<file path="src/rtl/game_control.sv">
// Per-frame sequencer for the game datapath. It steps through the update stages, then the three
// drawers, and a watchdog forces any stalled draw stage to advance.
module game_control #(
    parameter int          INIT_CYCLES  = 4,
    parameter logic [23:0] DRAW_TIMEOUT = 24'd200000
) (
    input  logic        clock,
    input  logic        reset,
    input  logic        pause,
    input  logic        idle_done,
    input  logic        draw_map_done,
    input  logic        draw_link_done,
    input  logic        draw_enemies_done,
    output logic        init,
    output logic        idle,
    output logic        gen_move,
    output logic        check_collide,
    output logic        apply_act_link,
    output logic        move_enemies,
    output logic        draw_map,
    output logic        draw_link,
    output logic        draw_enemies,
    output logic [15:0] frame_count,
    output logic        timeout_flag,
    output logic [3:0]  state_dbg
);

    typedef enum logic [3:0] {
        S_INIT           = 4'd0,
        S_IDLE           = 4'd1,
        S_GEN_MOVE       = 4'd2,
        S_CHECK_COLLIDE  = 4'd3,
        S_APPLY_ACT_LINK = 4'd4,
        S_MOVE_ENEMIES   = 4'd5,
        S_DRAW_MAP       = 4'd6,
        S_DRAW_LINK      = 4'd7,
        S_DRAW_ENEMIES   = 4'd8
    } state_t;

    localparam int INIT_W = (INIT_CYCLES > 1) ? $clog2(INIT_CYCLES) : 1;

    state_t              r_state;
    logic [INIT_W-1:0]   r_init_cnt;
    logic [23:0]         r_wdog;
    logic [15:0]         r_frame_count;
    logic                r_timeout_flag;

    logic w_in_draw;
    logic w_done_sel;
    logic w_done_qual;
    logic w_wdog_expired;
    logic w_draw_advance;

    // A zero watchdog marks the first cycle of a draw state, where a stale done level is masked.
    always_comb begin
        w_in_draw  = 1'b0;
        w_done_sel = 1'b0;
        case (r_state)
            S_DRAW_MAP:     begin w_in_draw = 1'b1; w_done_sel = draw_map_done;     end
            S_DRAW_LINK:    begin w_in_draw = 1'b1; w_done_sel = draw_link_done;    end
            S_DRAW_ENEMIES: begin w_in_draw = 1'b1; w_done_sel = draw_enemies_done; end
            default:        ;
        endcase
        w_done_qual    = w_done_sel && (r_wdog != 24'd0);
        w_wdog_expired = w_in_draw && (r_wdog == DRAW_TIMEOUT - 24'd1);
        w_draw_advance = w_done_qual || w_wdog_expired;
    end

    // NOTE: all state updates use non-blocking assignments so every register samples pre-edge values.
    always_ff @(posedge clock) begin
        if (!reset) begin
            r_state        <= S_INIT;
            r_init_cnt     <= '0;
            r_wdog         <= '0;
            r_frame_count  <= '0;
            r_timeout_flag <= 1'b0;
        end else begin
            if (w_draw_advance || !w_in_draw) r_wdog <= '0;
            else                              r_wdog <= r_wdog + 24'd1;

            if (w_draw_advance && !w_done_qual) r_timeout_flag <= 1'b1;

            case (r_state)
                S_INIT: begin
                    if (r_init_cnt == INIT_W'(INIT_CYCLES - 1)) begin
                        r_state    <= S_IDLE;
                        r_init_cnt <= '0;
                    end else begin
                        r_init_cnt <= r_init_cnt + 1'b1;
                    end
                end
                S_IDLE:           if (idle_done && !pause) r_state <= S_GEN_MOVE;
                S_GEN_MOVE:       r_state <= S_CHECK_COLLIDE;
                S_CHECK_COLLIDE:  r_state <= S_APPLY_ACT_LINK;
                S_APPLY_ACT_LINK: r_state <= S_MOVE_ENEMIES;
                S_MOVE_ENEMIES:   r_state <= S_DRAW_MAP;
                S_DRAW_MAP:       if (w_draw_advance) r_state <= S_DRAW_LINK;
                S_DRAW_LINK:      if (w_draw_advance) r_state <= S_DRAW_ENEMIES;
                S_DRAW_ENEMIES: begin
                    if (w_draw_advance) begin
                        r_state       <= S_IDLE;
                        r_frame_count <= r_frame_count + 16'd1;
                    end
                end
                default: begin
                    r_state    <= S_INIT;
                    r_init_cnt <= '0;
                end
            endcase
        end
    end

    // Moore decode straight off the state register; illegal codes light no strobe.
    assign init           = (r_state == S_INIT);
    assign idle           = (r_state == S_IDLE);
    assign gen_move       = (r_state == S_GEN_MOVE);
    assign check_collide  = (r_state == S_CHECK_COLLIDE);
    assign apply_act_link = (r_state == S_APPLY_ACT_LINK);
    assign move_enemies   = (r_state == S_MOVE_ENEMIES);
    assign draw_map       = (r_state == S_DRAW_MAP);
    assign draw_link      = (r_state == S_DRAW_LINK);
    assign draw_enemies   = (r_state == S_DRAW_ENEMIES);
    assign frame_count    = r_frame_count;
    assign timeout_flag   = r_timeout_flag;
    assign state_dbg      = r_state;

endmodule

</file>
<file path="config.mk">
export PLATFORM = sky130hd
export DESIGN_NAME = game_control
export DESIGN_NICKNAME = d
export VERILOG_FILES = /design/src/rtl/game_control.sv
export SDC_FILE = /design/constraint.sdc
export NUM_CORES = 1
export LEC_CHECK = 0
export CORE_MARGIN = 5
export CORE_UTILIZATION = 54
export DETAILED_ROUTE_END_ITERATION = 8
export HOLD_SLACK_MARGIN = 0.1
export PLACE_DENSITY = 0.8
export RECOVER_POWER = 50
export REMOVE_ABC_BUFFERS = 1
export SYNTH_ARGS = -nofsm -noshare
export SYNTH_HDL_FRONTEND = slang
export SYNTH_SLANG_ARGS = --single-unit
</file>
<file path="constraint.sdc">
create_clock -name clock -period 3 [get_ports clock]
set_clock_uncertainty 0.1 [all_clocks]
set_input_delay 0.75 -clock clock [delete_from_list [all_inputs] [get_ports clock]]
set_output_delay 0.75 -clock clock [all_outputs]
set_load 0.01 [all_outputs]
</file>
==> results.cfg <==
[power]
power_density_nw_per_um2 = 407
power.leakage_nw = 1.02
vdd_ir_drop_max_v = 0.000287

[worst_setup_path]
worstPathRequired_ns = 2.15
path_delay_family = buffers and inverters
critPathMaxStageDelay_ns = 0.61
worst-path-buf-inv = 2
end_kind = output port
crit_slowest_cell = or4b_1
timing.reg2reg.setup_slack_ns = 0.39
crit_path_start_kind = register
crit_chain = or4b_1 -> clkinv_2 -> clkdlybuf4s50_1
criticalPathCategory = reg2out
crit_fanout = 12
cp.arrival_ns = 2.01

[clocking]
cts.repair.resized = 0
cts_tree = yes
h-tree-depth = 2
clock_path_buffers = 2
insertion_delay_ns = 0.30
clk_pin_slew_ns = 0.09
cts_setup_buffers = 0
cts-root-buf = clkbuf_8
cts_buffers = 5
cts_hold_buffers = 0
clock_sinks = 47

[logic_synthesis]
syn-cell-area_um2 = 2510
ys_seq_elements = 47
synthTopCellsByArea = dfxtp_1 (38%), mux2i_1 (7.2%), nor2_1 (6.1%), nand2_1 (5.2%), xnor2_1 (4.2%)
syn_avg_cell_area_um2 = 8.38
yosysSeqAreaShare = 0.375
synth_top_area_frac = 0.375
synthFlopType = dfxtp_1
synthCells = 299
ys_async_sr_fraction = 0
synth_cell_type_count = 43
synth.largest_area_cell = dfxtp_1
yosys_warnings = 0
synth_edf_count = 0

[die]
ios = 37
row_count = 24
core_area_um2 = 4410
start_util = 0.568
design.die.area_um2 = 6100
fp.dieH_um = 78.1
die_x_um = 78.1

[drt]
num_vias = 2187
finalWirelength_um = 5370
postRouteAntennaNets = 0
wl_per_cell_um = 13.8
drc = 0
first_pass_iters = 4
drt-vias-per-instance = 5.62
drtIter0Drc = 105

[sta]
tightest_slew_ns = 0.701
finalSetupTns_ns = 0
max_freq_mhz = 349
final_max_slew_viol_count = 0
rsz0062_at_grt = false
period_share = 0.954
setup_viol = 0
finalCriticalPeriod_ns = 2.86
hold_viol = 0
slew_headroom = 0.533
finalWorstSetupSlack_ns = 0.137

[global_routing]
grt_use_total = 0.182
grt_pass1_wl_um = 9520
grt_pass1_vias = 2118
antenna_found_initial = 0
grt-ovfl-total = 0
grt_start_max_net_pins = 25

[status]
status = completed

[finish]
layout-drive-gt1-share = 0.0564
syn2layout_area_growth_pct = 20.2
diodes = 0
finish.utilization = 0.683
fin_area_um2 = 3010
num-nets-final = 347

[run]
maxCapViolations = 0

[placed_design]
gp_congestion = 0.807
dp_hpwl_um = 3910
pre_cts_ws_ns = 0.346
placed_cell_area_um2 = 2930
numPortBuffers = 36

[hold_path]
min_path_type = reg2reg
report_power, final:
part / internal [mW] / switching, mW
Clock: 0.189 / 0.215
Combinational: 0.0791 / 0.0796
Sequential: 0.642 / 0.0210
Total: 0.909 / 0.316
logic make-up after synthesis:
logic type / share of synthesized area
xor gates and xnor gates: 0.0804
and+or+nand+nor: 0.316
adders and majority gates: 0.0200
muxes: 0.0719
AOI/OAI and AO/OA: 0.103
buffers and inverters: 0.0334
DFF: 0.375
synth_stat cells, types with 2 or more instances:
cell type  number
dfxtp_1        47
nor2_1         41
nand2_1        35
mux2i_1        18
nand2b_1       16
nand3_1        15
nand4_1        12
xnor2_1        12
xor2_1         11
a21oi_1        10
nor4_1         10
clkbuf_1        8
inv_1           8
nor3_1          8
and3_1          6
and4_1          4
ha_1            4
buf_2           3
a21boi_0        2
a22oi_1         2
a31oi_1         2
a41oi_1         2
nor4b_1         2
o2bb2ai_1       2
worst paths after layout:
path | endpoint | from | cells past startpoint
worst min register to register | frame_count[11] | frame_count[11] | 2
worst max register to register | r_wdog[16] | r_wdog[21] | 5
worst max-delay path | draw_enemies | state_dbg[2] | 3
worst min-delay path | frame_count[11] | frame_count[11] | 2
cell type report:
cell class / instances / area [um2]
Sequential cell: 47 / 941
Clock inverter: 2 / 13.8
Tap cell: 52 / 65.1
Inverter: 9 / 35.0
Fill cell: 363 / 1400
Timing Repair Buffer: 42 / 394
Multi-Input combinational cell: 231 / 1480
Clock buffer: 6 / 82.6
layout by cell type (no fill, tap or decap), types with 2 or more instances in the layout:
cell	synthesis	layout
dfxtp_1	47	47
nor2_1	41	41
nand2_1	35	35
dlygate4sd3_1	0	23
mux2i_1	18	18
nand2b_1	16	16
nand3_1	15	15
clkdlybuf4s50_1	0	13
nand4_1	12	12
xnor2_1	12	12
xor2_1	11	11
nor4_1	10	10
a21oi_1	10	10
inv_1	8	8
nor3_1	8	8
and3_1	6	6
clkbuf_8	0	6
and4_1	4	4
ha_1	4	4
a21boi_0	2	3
buf_4	0	3
clkbuf_1	8	3
clkinv_2	1	2
o2bb2ai_1	2	2
a31oi_1	2	2
a22oi_1	2	2
a41oi_1	2	2
nor4b_1	2	2
sequential cells by signal, summed over array words and instances (netlist names):
| signal | count |
|---|---|
| timeout_flag | 1 |
| frame_count | 16 |
| state_dbg | 4 |
| r_init_cnt | 2 |
| r_wdog | 24 |
stage by stage:
stage / hold WS (ns) / instances / power [mW]
after floorplan: 0.364 / 287 / 0.769
after global placement: 0.361 / 381 / 0.837
after detailed placement: 0.382 / 381 / 0.842
after CTS: 0.396 / 389 / 1.24
after global routing: 0.416 / 389 / 1.29
final: 0.389 / 389 / 1.23
worst min-delay path, stage by stage, from the launching register on:
cell	delay, ns
dfxtp_1	0.34
nand2_1	0.06
mux2i_1	0.05
metal layers:
layer | part of all wire | track usage | up-vias
li1 | - | - | 1126
met2 | 0.47 | 0.306 | 42
met3 | 0.039 | 0.0297 | 7
met1 | 0.48 | 0.239 | 1012
met4 | 0.011 | 0.0541 | 0
met5 | 0 | 0 | -
No activity file was read; power rests on OpenSTA's default activity.
